<file path="src/rtl/shift_rotate_sequencer_pkg.sv">
// Shared definitions for the shift/rotate sequencer: widths, opcodes,
// FSM state encoding and an opcode legality helper.
package shift_pkg;

    localparam int DATA_W_DEF = 8;
    localparam int AMT_W_DEF  = 3;

    localparam logic [2:0] OP_SRA = 3'd0;
    localparam logic [2:0] OP_SRL = 3'd1;
    localparam logic [2:0] OP_SLA = 3'd2;
    localparam logic [2:0] OP_SLL = 3'd3;
    localparam logic [2:0] OP_ROR = 3'd4;
    localparam logic [2:0] OP_ROL = 3'd5;

    typedef enum logic [1:0] {
        ST_IDLE  = 2'd0,
        ST_SHIFT = 2'd1,
        ST_DONE  = 2'd2
    } state_e;

    // Opcodes 110 and 111 have no step behaviour and yield a zero result.
    function automatic logic op_is_legal(input logic [2:0] op);
        return (op <= OP_ROL);
    endfunction

endpackage

</file>
<file path="src/rtl/shift_rotate_sequencer_if.sv">
// Request/result handshake bundle between the ALU controller (master)
// and the shift/rotate sequencer (slave).
interface shift_rotate_sequencer_if
    import shift_pkg::*;
#(
    parameter int DATA_W = DATA_W_DEF,
    parameter int AMT_W  = AMT_W_DEF
) ();

    logic              in_valid;
    logic              in_ready;
    logic [DATA_W-1:0] in_data;
    logic [2:0]        in_opcode;
    logic [AMT_W-1:0]  in_amount;
    logic              out_valid;
    logic              out_ready;
    logic [DATA_W-1:0] out_data;

    modport master (
        output in_valid,
        input  in_ready,
        output in_data,
        output in_opcode,
        output in_amount,
        input  out_valid,
        output out_ready,
        input  out_data
    );

    modport slave (
        input  in_valid,
        output in_ready,
        input  in_data,
        input  in_opcode,
        input  in_amount,
        output out_valid,
        input  out_ready,
        output out_data
    );

endinterface

</file>
<file path="src/rtl/shift_rotate_sequencer_step.sv">
// Purely combinational single-bit shift/rotate step, shared by every
// iteration of the sequencer.
module shift_rotate_step
    import shift_pkg::*;
#(
    parameter int DATA_W = DATA_W_DEF
) (
    input  logic [DATA_W-1:0] data_i,
    input  logic [2:0]        opcode_i,
    output logic [DATA_W-1:0] data_o
);

    // One-position move of the operand; illegal opcodes collapse to zero.
    always_comb begin
        data_o = '0;
        case (opcode_i)
            OP_SRA:  data_o = {data_i[DATA_W-1], data_i[DATA_W-1:1]};
            OP_SRL:  data_o = {1'b0, data_i[DATA_W-1:1]};
            OP_SLA:  data_o = {data_i[DATA_W-2:0], 1'b0};
            OP_SLL:  data_o = {data_i[DATA_W-2:0], 1'b0};
            OP_ROR:  data_o = {data_i[0], data_i[DATA_W-1:1]};
            OP_ROL:  data_o = {data_i[DATA_W-2:0], data_i[DATA_W-1]};
            default: data_o = '0;
        endcase
    end

endmodule

</file>
<file path="src/rtl/shift_rotate_sequencer.sv">
// Multi-cycle sequencer turning the 1-bit shift/rotate step into an
// N-bit shifter: accepts a request, iterates the step `amount` times,
// then holds the result until the consumer takes it.
module shift_rotate_sequencer
    import shift_pkg::*;
#(
    parameter int DATA_W = DATA_W_DEF,
    parameter int AMT_W  = AMT_W_DEF
) (
    input  logic                     clk,
    input  logic                     rst_n,
    shift_rotate_sequencer_if.slave  bus,
    output logic                     busy_o
);

    state_e            state_q;
    logic [DATA_W-1:0] data_q;
    logic [2:0]        opcode_q;
    logic [AMT_W-1:0]  cnt_q;
    logic              in_ready_q;
    logic              out_valid_q;
    logic              busy_q;
    logic [DATA_W-1:0] stepped_d;

    shift_rotate_step #(
        .DATA_W (DATA_W)
    ) u_step (
        .data_i   (data_q),
        .opcode_i (opcode_q),
        .data_o   (stepped_d)
    );

    // Control FSM with datapath registers and registered handshake outputs.
    always_ff @(posedge clk or negedge rst_n) begin
        if (!rst_n) begin
            state_q     <= ST_IDLE;
            data_q      <= '0;
            opcode_q    <= '0;
            cnt_q       <= '0;
            in_ready_q  <= 1'b1;
            out_valid_q <= 1'b0;
            busy_q      <= 1'b0;
        end else begin
            case (state_q)
                ST_IDLE: begin
                    if (bus.in_valid && in_ready_q) begin
                        opcode_q   <= bus.in_opcode;
                        cnt_q      <= bus.in_amount;
                        in_ready_q <= 1'b0;
                        busy_q     <= 1'b1;
                        if (!op_is_legal(bus.in_opcode)) begin
                            data_q      <= '0;
                            state_q     <= ST_DONE;
                            out_valid_q <= 1'b1;
                        end else if (bus.in_amount == '0) begin
                            data_q      <= bus.in_data;
                            state_q     <= ST_DONE;
                            out_valid_q <= 1'b1;
                        end else begin
                            data_q  <= bus.in_data;
                            state_q <= ST_SHIFT;
                        end
                    end
                end
                ST_SHIFT: begin
                    data_q <= stepped_d;
                    cnt_q  <= cnt_q - AMT_W'(1);
                    if (cnt_q == AMT_W'(1)) begin
                        state_q     <= ST_DONE;
                        out_valid_q <= 1'b1;
                    end
                end
                ST_DONE: begin
                    if (out_valid_q && bus.out_ready) begin
                        state_q     <= ST_IDLE;
                        out_valid_q <= 1'b0;
                        in_ready_q  <= 1'b1;
                        busy_q      <= 1'b0;
                    end
                end
                default: begin
                    state_q     <= ST_IDLE;
                    in_ready_q  <= 1'b1;
                    out_valid_q <= 1'b0;
                    busy_q      <= 1'b0;
                end
            endcase
        end
    end

    assign bus.in_ready  = in_ready_q;
    assign bus.out_valid = out_valid_q;
    assign bus.out_data  = data_q;
    assign busy_o        = busy_q;

endmodule

</file>
<file path="src/flat_wrapper.sv">
// flat-port wrapper written by rule: the top's interface ports become plain ports
module shift_rotate_sequencer_flat import shift_pkg::*;
#(
    parameter int DATA_W = DATA_W_DEF,
    parameter int AMT_W  = AMT_W_DEF
)
  (clk, rst_n, busy_o, bus_in_valid, bus_in_ready, bus_in_data, bus_in_opcode, bus_in_amount, bus_out_valid, bus_out_ready, bus_out_data);
  shift_rotate_sequencer_if #(.DATA_W(DATA_W), .AMT_W(AMT_W)) bus_i ();
  input  logic clk;
  input  logic rst_n;
  output logic busy_o;
  input wire logic [$bits(bus_i.in_valid)-1:0] bus_in_valid;
  output wire logic [$bits(bus_i.in_ready)-1:0] bus_in_ready;
  input wire logic [$bits(bus_i.in_data)-1:0] bus_in_data;
  input wire logic [$bits(bus_i.in_opcode)-1:0] bus_in_opcode;
  input wire logic [$bits(bus_i.in_amount)-1:0] bus_in_amount;
  output wire logic [$bits(bus_i.out_valid)-1:0] bus_out_valid;
  input wire logic [$bits(bus_i.out_ready)-1:0] bus_out_ready;
  output wire logic [$bits(bus_i.out_data)-1:0] bus_out_data;
  assign bus_i.in_valid = bus_in_valid;
  assign bus_in_ready = bus_i.in_ready;
  assign bus_i.in_data = bus_in_data;
  assign bus_i.in_opcode = bus_in_opcode;
  assign bus_i.in_amount = bus_in_amount;
  assign bus_out_valid = bus_i.out_valid;
  assign bus_i.out_ready = bus_out_ready;
  assign bus_out_data = bus_i.out_data;
  shift_rotate_sequencer #(.DATA_W(DATA_W), .AMT_W(AMT_W)) u_core (.clk(clk), .rst_n(rst_n), .bus(bus_i), .busy_o(busy_o));
endmodule
</file>
<file path="config.mk">
export PLATFORM = sky130hd
export DESIGN_NAME = shift_rotate_sequencer_flat
export DESIGN_NICKNAME = d
export VERILOG_FILES = /design/src/rtl/shift_rotate_sequencer_pkg.sv /design/src/rtl/shift_rotate_sequencer_if.sv /design/src/rtl/shift_rotate_sequencer_step.sv /design/src/rtl/shift_rotate_sequencer.sv /design/src/flat_wrapper.sv
export SDC_FILE = /design/constraint.sdc
export NUM_CORES = 1
export LEC_CHECK = 0
export ABC_AREA = 1
export CAP_MARGIN = 20
export CORE_MARGIN = 2
export CORE_UTILIZATION = 52
export CTS_CLUSTER_DIAMETER = 200
export CTS_CLUSTER_SIZE = 14
export DETAILED_ROUTE_END_ITERATION = 7
export HOLD_SLACK_MARGIN = 0.08
export PLACE_DENSITY = 0.84
export RECOVER_POWER = 50
export SLEW_MARGIN = 20
export SYNTH_ARGS = -nofsm -noshare
export SYNTH_HDL_FRONTEND = slang
export SYNTH_SLANG_ARGS = --single-unit
</file>
<file path="constraint.sdc">
create_clock -name clk -period 2.5 [get_ports clk]
set_clock_uncertainty 0.05 [all_clocks]
set_input_delay 0.375 -clock clk [delete_from_list [all_inputs] [get_ports clk]]
set_output_delay 0.375 -clock clk [all_outputs]
set_load 0.005 [all_outputs]
</file>
==> Word level (Yosys, flattened, before mapping) <==
Cells that the tools add are included.
{ "totals": {"regBits": 19, "in_bits": 18, "out_inout_bits": 11, "wordCells": 60} }
{ "op_classes": {"addsub": 1, "order_cmp": 1, "eq_ne": 13, "muxes": 23, "bitwise_logic": 1, "n_reduce_logical": 13} }
{ "op_table": {"columns": ["op", "n"], "rows": [
  ["8-bit one-hot mux with 5 select lines", 1],
  ["8-bit two-way mux", 2],
  ["8-bit one-hot mux with 2 select lines", 1],
  ["2-bit two-way mux", 5],
  ["1-bit one-hot mux with 3 select lines", 3],
  ["3-bit AND reduction", 3],
  ["1-bit two-way mux", 8],
  ["3-bit by 1-bit == test with 1-bit output, second input constant", 2],
  ["3-bit by 2-bit == test with 1-bit output, second input constant", 2],
  ["3-bit == test, second input constant", 2],
  ["3-bit logical NOT", 2],
  ["2-bit by 1-bit inequality test with 1-bit output, second input constant", 3],
  ["2-bit one-hot mux with 3 select lines", 1],
  ["3-bit one-hot mux with 2 select lines", 1],
  ["2-bit AND reduction", 2],
  ["4-bit AND reduction", 1],
  ["3-bit less-or-equal comparator, second input constant", 1],
  ["3-bit two-way mux", 1],
  ["3-bit inequality test, second input constant", 1],
  ["3-bit by 1-bit subtractor with 3-bit output, second input constant", 1],
  ["2-bit by 1-bit == test with 1-bit output, second input constant", 1],
  ["2-bit == test, second input constant", 1],
  ["1-bit logical AND", 2],
  ["2-bit logical NOT", 1],
  ["4 further kinds", 4]
]} }

==> Depth between registers and ports, before layout <==
{ "depth": {"word_depth": 5, "ltp_mapped": 8, "ltp_nobuf": 8} }

==> Cells and area by module <==
Synthesis repeated with hierarchy kept, for this count alone.
{ "hier_totals": {"cells_unflattened": 157, "hier_area_um2": 1126.1} }
{ "modules_own_cells": {"columns": ["mod", "n_inst", "cells_each", "area_per_inst_um2", "seq_area_each_um2"], "rows": [
  ["shift_rotate_sequencer", 1, 122, 984.7, 476.7],
  ["shift_rotate_step", 1, 35, 141.4, 0.0]
]} }

==> Least setup slack after synthesis <==
OpenSTA, ideal clock, no wires.
{ "synth_timing": {"path_type": "reg-to-reg", "from": "reg u_core.state_q[1]", "to": "reg u_core.data_q[1] (netlist: u_core.bus.out_data[1])", "setup_ns": 0.073, "t_arrival_ns": 1.076, "required_ns": 2.377, "slack_ns": 1.301, "path_stages_with_launch": 7, "path_buffers": 1, "synth_period_minus_slack_ns": 1.199, "path_cell_list": "dfrtp_1 nor2_4 nand3_4 nand2_4 buf_8 nor2_1 a21oi_2"} }
{ "synth_between": {"elab_chain_len": 3, "elab_cells_between_ends": 6, "classes_between": "eq/ne: 2; mux: 1; reduce/logical: 3"} }
{ "synth_lines": {"columns": ["item", "line", "rtl"], "rows": [
  ["start: declaration", "shift_rotate_sequencer.sv:16", "state_e state_q;"],
  ["start signal: assignment", "shift_rotate_sequencer.sv:36", "state_q <= ST_IDLE;"],
  ["start signal: assignment", "shift_rotate_sequencer.sv:53", "state_q <= ST_DONE;"],
  ["start signal: assignment", "shift_rotate_sequencer.sv:57", "state_q <= ST_DONE;"],
  ["2-bit logical NOT or 2-bit by 1-bit == test with 1-bit output (tied branches)", "shift_rotate_sequencer.sv:44", "case (state_q)"],
  ["2-bit by 1-bit inequality test with 1-bit output (no line) or 2-bit nonzero test (tied branches)", null, null],
  ["2-bit AND reduction (no line)", null, null],
  ["end signal: assignment", "shift_rotate_sequencer.sv:56", "data_q <= bus.in_data;"],
  ["end signal: assignment", "shift_rotate_sequencer.sv:60", "data_q <= bus.in_data;"],
  ["end signal: assignment", "shift_rotate_sequencer.sv:66", "data_q <= stepped_d;"],
  ["end: declaration", "shift_rotate_sequencer.sv:17", "logic [DATA_W-1:0] data_q;"]
]} }
Several ways; a longest one is shown, not always the timed one.
A chain may end at the register's enable or synchronous reset.

==> Worst setup path in the final report <==
{ "layout_timing": {"from": "reg u_core.state_q[1]", "to": "reg u_core.data_q[0] (netlist: u_core.bus.out_data[0])"} }
The elaborated chain is that of the path after synthesis.

==> metrics.md <==
| Metric | Value |
|---|---|
| Worst R2R Setup Slack | 690 ps |
| Sw Ratio | 46.1% |
| Final Non-Filler Cells | 218 |
| IO buf count | 28 |
| N_diodes | 0 |
| Post-route ant nets | 0 |
| Switching Power | 840 uW |
| #FFs+latches synth | 19 |
| Layout area overhead | 25.1% |
| Hold path depth | 2 |
| # hold bufs at CTS | 0 |
| Pint | 982 uW |
| Drt via density | 5.01 |
| Area of the mapped netlist | 0.00116 mm^2 |
| Reg2reg start | u_core.state_q[1]$_DFFE_PN0P_ |
| I/O Pins | 29 |
| CTS buffer count | 3 |
| Syn Inst Count | 160 |
| Number of global-route vias before repair | 1021 |
| DR WL/cell | 11.6 um |
| Total congestion overflow | 0 |
| Final core utilization | 67.2% |
| H-Tree Level Count | 1 |
| Critical path arrival | 1970 ps |
| Final Max Tran Viols | 0 |
| Pwr/cell area | 1250 mW/mm^2 |
| CTS root buf | clkbuf_4 |
| Global-route wire length before repair | 4330 um |
| Avg Synthesized Cell Area | 7.28 um^2 |
| Fmax | 0.553 GHz |
| Crit end category | flip-flop |
| Core area | 0.00217 mm^2 |
| # resized after CTS | 0 |
| Synth cell types | 23 |
| M2 GR Usage | 38.3% |
| Post-route DRC violation count | 0 |
| Syn_nets | 180 |
| Post-route setup slack | 692 ps |
| First DRT Iteration DRCs | 22 |
| Met1 Resource Use GR | 27.0% |
| GRT Total Usage | 22.0% |
| Place WS | 815 ps |
| Detailed Place HPWL | 1880 um |
| Tmin final | 1810 ps |
| DIE WIDTH | 51.3 um |
| Reg power frac | 33.8% |
| Startpoint types | flip-flop |
| Crit path required time | 2660 ps |
| Final setup TNS | 0 ps |
| Worst min-delay path endpoint | u_core.busy_o$_DFFE_PN0P_ |
| First-pass DRT Iterations | 4 |
| CTS tree | built |
| Via Count | 1092 |
| HP Start | u_core.busy_o$_DFFE_PN0P_ |
| Total power | 1.82 mW |
| Worst slew margin | 28.4% |
| Layout net count | 211 |
| Placed cell count | 214 |
| Worst R2R End | u_core.bus.out_data[0]$_DFFE_PN0P_ |
| Comb power frac | 57.0% |
| Leak Pwr | 0.748 nW |
| Post-synthesis sequential area ratio | 40.9% |
| Post CTS Setup Buffer Count | 0 |
| Status | completed |
| Met3 usage | 2.63% |
| Cell Area, Placed | 0.00145 mm^2 |
| Finish-stage setup viols | 0 |
| Ys Warns | 0 |
| Worst ir drop on vdd | 0.795 mV |
| Share of cells above drive strength 1 | 7.89% |
| Latest clock arrival within the worst-skew pair | 310 ps |
| Initial Util | 53.7% |
| Max-cap violation count | 0 |
| RePlAce Congestion | 0.793 |
| Clock share of power | 9.2% |
| CTS sink count | 19 |
| Critical path class | reg -> reg |
| Unrepaired setup endpoints after global routing | no |
| Hold Fails Final Rpt | 0 |
| CTS max path bufs | 2 |
| Hold crit path type | reg -> reg |
| Die H | 51.3 um |
| R2R cell count | 6 |
| Final period util | 72.3% |
| Worst Path Max Fanout | 18 |
| Clock slew at reported path FFs | 120 ps |
| Row count | 17 |
| Antenna violations before repair | 0 |
| Largest net degree at the start of global routing | 20 |
| Fin Hold WS | 490 ps |
| GR peak layer | met2 |
| Routed wire length | 2540 um |
| Finished Cell Area | 0.00146 mm^2 |
| Worst slew pin tran | 1070 ps |
| Die ar. | 0.00263 mm^2 |
-- cell families (layout without fill, tap and decap cells) --
family | count (synthesis) | in the layout | synth area share, %
DFF | 19 | 19 | 40.9
muxes | 1 | 1 | 0.967
and+or+nand+nor | 98 | 98 | 36.7
adders and majority gates | 2 | 2 | 2.15
xor gates and xnor gates | 1 | 1 | 0.752
AOI/OAI and AO/OA | 18 | 18 | 9.56
buffers and inverters | 21 | 51 | 8.92
-- routing by layer --
layer	routed length [um]	up-vias	share of wire [%]
li1	-	564	-
met5	0	-	0
met1	1170	501	46
met2	1240	21	49
met3	78	6	3.1
met4	50	0	2.0
-- critical path, cell delays in order, from the launching register on --
cell and delay, ps:
dfrtp_1 450, nor2_1 250, nand3_1 380, nand2_4 320
nand2_1 80, a21oi_1 120, nor2_1 50
-- registers in the layout, indices dropped and copies added, names as in the netlist --
| name | flops |
|---|---|
| u_core.bus.in_ready | 1 |
| u_core.bus.out_data | 8 |
| u_core.bus.out_valid | 1 |
| u_core.busy_o | 1 |
| u_core.cnt_q | 3 |
| u_core.opcode_q | 3 |
| u_core.state_q | 2 |
-- cell usage after synthesis --
cell type	count	area, um^2
buf_8	1	15.0
o21ai_1	2	10.0
nand3_1	12	60.1
nand2_1	64	240
nand2_4	1	11.3
nand4_1	1	6.26
a21oi_2	5	43.8
inv_4	1	6.26
buf_6	1	11.3
o21a_1	1	7.51
nand3_2	1	10.0
nand3_4	1	17.5
nor2_4	2	22.5
ha_1	2	25.0
dfrtp_1	18	450
xor2_1	1	8.76
nor2_1	16	60.1
mux2_2	1	11.3
buf_4	1	7.51
inv_1	17	63.8
dfstp_2	1	26.3
o21ai_0	5	25.0
a21oi_1	5	25.0
-- layout by cell type, fill, tap and decap left out, drive strengths merged --
master         netlist  routed
nand2               65      65
clkdlybuf4s50        0      27
dfrtp               18      18
inv                 18      18
nor2                18      18
nand3               14      14
a21oi               10      10
o21ai                7       7
clkbuf               0       4
ha                   2       2
o21a                 1       1
nand4                1       1
xor2                 1       1
mux2                 1       1
clkinv               0       1
dlygate4sd3          0       1
dfstp                1       1
-- layout make-up --
cell class              count  area, um^2
clock buffers               3        22.5
clock inverters             1        5.00
fillers                   206         712
inverters                  18        70.1
multi-input cells         120         564
flip-flops and latches     19         477
well taps                  28        35.0
repair buffers             29         284
-- how the worst max path moves through the flow --
stage                     slack, ps                             from                                 end  cells past startpoint
after floorplan                1300    u_core.state_q[1]$_DFFE_PN0P_  u_core.bus.out_data[1]$_DFFE_PN0P_                      6
after global placement          860                 bus_in_opcode[2]    u_core.bus.out_valid$_DFFE_PN0P_                      6
after detailed placement        820                 bus_in_opcode[1]    u_core.bus.out_valid$_DFFE_PN0P_                      6
after CTS                       660  u_core.bus.in_ready$_DFFE_PN1P_                        bus_in_ready                      1
after global routing            510    u_core.state_q[1]$_DFFE_PN0P_  u_core.bus.out_data[0]$_DFFE_PN0P_                      6
final                           690    u_core.state_q[1]$_DFFE_PN0P_  u_core.bus.out_data[0]$_DFFE_PN0P_                      6
-- power by group through the flow --
stage	Combinational [mW]	Sequential, mW	Clock (mW)
finish	1.04	0.615	0.168
global route	1.20	0.635	0.181
CTS	1.06	0.625	0.170
detailed placement	1.05	0.632	0
global placement	1.02	0.622	0
floorplan	0.760	0.613	0
Note: power is estimated with default switching activity, not from simulation.
==> RTL change 1 (config.mk and constraints unchanged) <==
Change the package constant `DATA_W_DEF` from 8 to 10.
--- a/src/rtl/shift_rotate_sequencer_pkg.sv
+++ b/src/rtl/shift_rotate_sequencer_pkg.sv
@@ -3,5 +3,5 @@
 package shift_pkg;
 
-    localparam int DATA_W_DEF = 8;
+    localparam int DATA_W_DEF = 10;
     localparam int AMT_W_DEF  = 3;
 
Interface: changed (resized bus_in_data and bus_out_data); port bits go from 29 to 33. No check against the original RTL was run, so the function may have changed too.
==> RTL change 1 against the original RTL <==
  * Total power up 14%
  * Combinational power up 18%
  * Area after synthesis up 13%
  * Design area up 13%
  * Sequential share of layout area down 0.69 points
  * Worst setup slack worse by 0.13 ns
  * Sequential power up 11%
  * Sequential cell count up 2
  * Routed wire length up 20%
  * Critical path type unchanged
  * Largest cell class unchanged
==> RTL change 1: results (changes against the original RTL) <==
| Metric | Value |
|---|---|
| GPL Wtd Cong | `0.8236 (+3.9%)` |
| Number of flip-flops in the largest register | `10 (+2)` |
| DRC violation count after routing | `0 (unchanged)` |
| Initial antenna violation count | `0 (unchanged)` |
| R2R Setup Slk | `0.57 ns (-0.13 ns)` |
| Total leakage power | `0.8542 nW (+14%)` |
| I/O Buffers | `32 (+14%)` |
| Non-CTS buffers | `33 (+14%)` |
| Layout non-clock buf frac | `0.1970 (+0.002109)` |
| P_sw | `0.9677 mW (+15%)` |
| WL met1 | `1321 microns (+13%)` |
| Reg2reg path depth | `8 (+2)` |
| Most frequent cells after synthesis | `nand2_1, dfrtp_1, inv_1, nor2_1, nand3_1` |
| Setup Crit Path Kind | `flop to flop` |
| Vias in the first global route | `1,158 (+13%)` |
| Met3 Resource Use GR | `0.03552 (+0.009203)` |
| # H-tree levels | `1 (unchanged)` |
| # fillers | `234 (+14%)` |
| Cell Count, Final, Fillers Out | `247 (+13%)` |
| Met3 wire length | `160 microns (+110%)` |
| Placed insts | `243 (+14%)` |
| Share of post-route cells with drive strength above 1 | `0.1014 (+0.02244)` |
| Dpl hpwl | `2304 microns (+23%)` |
| Combined area of the multi-input logic cells | `646.9 sq um (+15%)` |
| Register area share after synthesis | `0.3994 (-0.009807)` |
| Largest net degree at the start of global routing | `24 (+20%)` |
| Relative slew slack | `0.2400 (-0.04401)` |
| Met2 Routed Length | `1525 microns (+23%)` |
| Logic inverters | `22 (+4)` |
| Crit path largest cell delay | `0.51 ns (+0.06 ns)` |
| Clk_lat worst skew | `0.30 ns` |
| Synth area leaders | `dfrtp_1, nand2_1, nand3_1` |
| Crit path max fanout | `17 (-1)` |
| R2R Path End | `u_core.bus.out_valid` |
| Overall Global Routing Usage | `0.2385 (+0.01819)` |
| Post-CTS setup repair buffer count | `0 (unchanged)` |
| Syn nets | `207 (+15%)` |
| # clock sinks | `21 (+2)` |
| Slowest CP cell | `inv_1` |
| Number of vias per cell | `5.134 (+2.5%)` |
| Synth Instances | `185 (+16%)` |
| Final clock-cell share | `0.01673 (-0.002154)` |
| Multi-input gate count | `137 (+14%)` |
| FF+latch area | `526.8 sq um (+10%)` |
| Global routing met2 resource utilization | `0.4096 (+0.02652)` |
| Clock tree buffer depth | `2 (unchanged)` |
| Synth cell types | `25 (+8.7%)` |
| First-pass GRT wire length | `5161 microns (+19%)` |
| Iter 0 DRT Violations | `17 (-23%)` |
| Met1 Usage GRT | `0.3082 (+0.03805)` |
| VDD IR max | `0.7198 mV (-9.4%)` |
| Status | `finished, final reports clean` |
| Min-delay src | `u_core.busy_o` |
| DR WL/cell | `12.37 microns (+6.3%)` |
[RTL change 1: through the flow]
stage,setup WS [ns],cell area [sq um],utilization,hold WS (ns)
3_5_place_dp,0.7325,1645,0.6764,0.4590
4_1_cts,0.7073,1673,0.6878,0.3547
2_1_floorplan,1.172,1319,-,0.02941
6_report,0.5653,1645,0.6764,0.4900
3_3_place_gp,0.7554,1645,0.6764,0.4356
5_1_grt,0.3429,1645,0.6764,0.5449
[RTL change 1: cells by family (layout without fill, tap and decap cells)]
kind of cell,after synthesis,count (layout),share of synthesized area
and+or+nand+nor,114,114,0.3814
AOI/OAI and AO/OA,20,20,0.09962
adders and majority gates,2,2,0.01897
muxes,1,1,0.008538
DFF,21,21,0.3994
buffers and inverters,27,59,0.09202
[RTL change 1: power by group through the flow]
stage,Clock (mW),Combinational (mW),Sequential (mW)
floorplan,0,0.905,0.673
global placement,0,1.22,0.685
detailed placement,0,1.27,0.695
CTS,0.172,1.28,0.687
global route,0.187,1.40,0.705
finish,0.167,1.23,0.680
==> RTL change 2 (same settings) <==
Without the edit above. Reset style: synchronous (`rst_n`), changed in one clocked block.
--- a/src/rtl/shift_rotate_sequencer.sv
+++ b/src/rtl/shift_rotate_sequencer.sv
@@ -32,5 +32,5 @@
 
     // Control FSM with datapath registers and registered handshake outputs.
-    always_ff @(posedge clk or negedge rst_n) begin
+    always_ff @(posedge clk) begin
         if (!rst_n) begin
             state_q     <= ST_IDLE;
Check against the original RTL: differs if rst_n is asserted again (counterexample within 4 cycles, from zero or initial values and one cycle with rst_n low); with rst_n held inactive, the same outputs for 10 cycles.
==> RTL change 2 against the original RTL <==
  * Total power shrank 18%
  * Highest routed layer is now met3
  * Design area shrank 3.8%
  * Die area shrank 5.1%
  * Sequential cell count is the same
  * Synthesized cell count grew 8.1%
  * Worst setup slack gained 0.15 ns
  * Clock power shrank 7%
  * Largest power group unchanged
  * Combinational power shrank 23%
  * Sequential power shrank 13%
  * Area after synthesis shrank 5.5%
  * Routed wire length grew 3.0%
  * Global-route usage shrank 0.096 points
==> RTL change 2: results (changes against the original RTL) <==
| Metric | Value |
|---|---|
| Status | `finished, final reports clean` |
| # fillers | `159 (-23%)` |
| Dpl hpwl | `1905 microns (+1.5%)` |
| Non-CTS buffers | `28 (-3.4%)` |
| Crit-path leading delay family | `buffers and inverters` |
| Global routing met2 resource utilization | `0.3816 (-0.001538)` |
| Slowest CP cell | `clkdlybuf4s50_1` |
| Multi-input gate count | `126 (+5.0%)` |
| Synth Area in XOR/XNOR | `0 (-0.007519)` |
| Logic inverters | `24 (+6)` |
| WP data arrival | `1.24 ns (-0.73 ns)` |
| Min-delay src | `u_core.busy_o` |
| Synth area leaders | `dfxtp_1, nand2_1, a21oi_1` |
| Crit path largest cell delay | `0.54 ns (+0.09 ns)` |
| Combined area of the multi-input logic cells | `590.6 sq um (+4.7%)` |
| GPL Wtd Cong | `0.8512 (+7.4%)` |
| Final hold slack | `0.4091 ns (-0.08129 ns)` |
| Met3 wire length | `177 microns (+130%)` |
| Power Density | `1060 nW/um^2 (-15%)` |
| Syn nets | `193 (+7.2%)` |
| Total leakage power | `0.6504 nW (-13%)` |
| Iter 0 DRT Violations | `43 (+95%)` |
| Worst Tran Pin Value | `0.5819 ns (-0.4921 ns)` |
| WL met1 | `1171 microns (+0.26%)` |
| Synth cell types | `17 (-26%)` |
| Clk_lat worst skew | `0.29 ns (-0.02 ns)` |
| Clk pwr share | `0.106 (+0.014)` |
| Hold EP | `u_core.busy_o` |
| Overall Global Routing Usage | `0.2193 (-0.0009601)` |
| # nets final | `222 (+5.2%)` |
| Compound-gate portion of the synthesized area | `0.1886 (+0.09304)` |
| Largest net degree at the start of global routing | `19 (-5.0%)` |
| Placed cell area | `1378 sq um (-5.2%)` |
| Max Used Layer | `met3` |
| Adder-Cell Fraction of Synth Area | `0.02273 (+0.001245)` |
| First-pass GRT wire length | `4416 microns (+1.9%)` |
| P_sw | `0.6693 mW (-20%)` |
| Vias | `1,193 (+9.2%)` |
| Mux contribution to synthesized area | `0 (-0.009667)` |
-- RTL change 2: cell types whose count changed after synthesis, moves of 2 or more --
| cell | delta |
|---|---|
| dfxtp_1 | +19 |
| dfrtp_1 | -18 |
| a21oi_1 | +12 |
| nand2_1 | -12 |
| o21ai_0 | +10 |
| o21ai_1 | +6 |
| a21oi_2 | -5 |
| inv_1 | +5 |
| nand3_1 | -3 |
| inv_2 | +2 |
| nand2_4 | +2 |
| nor2_2 | +2 |
-- RTL change 2: through the flow --
stage          cells  worst slack (ns)
6_report         228            0.8375
4_1_cts          228            0.8243
3_3_place_gp     224            0.8223
3_5_place_dp     224            0.7495
5_1_grt          228            0.7915
2_1_floorplan    173             1.353
-- RTL change 2: worst register-to-register path, cell delays in order (launching register included) --
cell and delay (ns):
dfxtp_1 0.44, inv_2 0.09, nand2_4 0.18, inv_2 0.12, nand3_1 0.09, o21ai_0 0.08, o21a_1 0.17
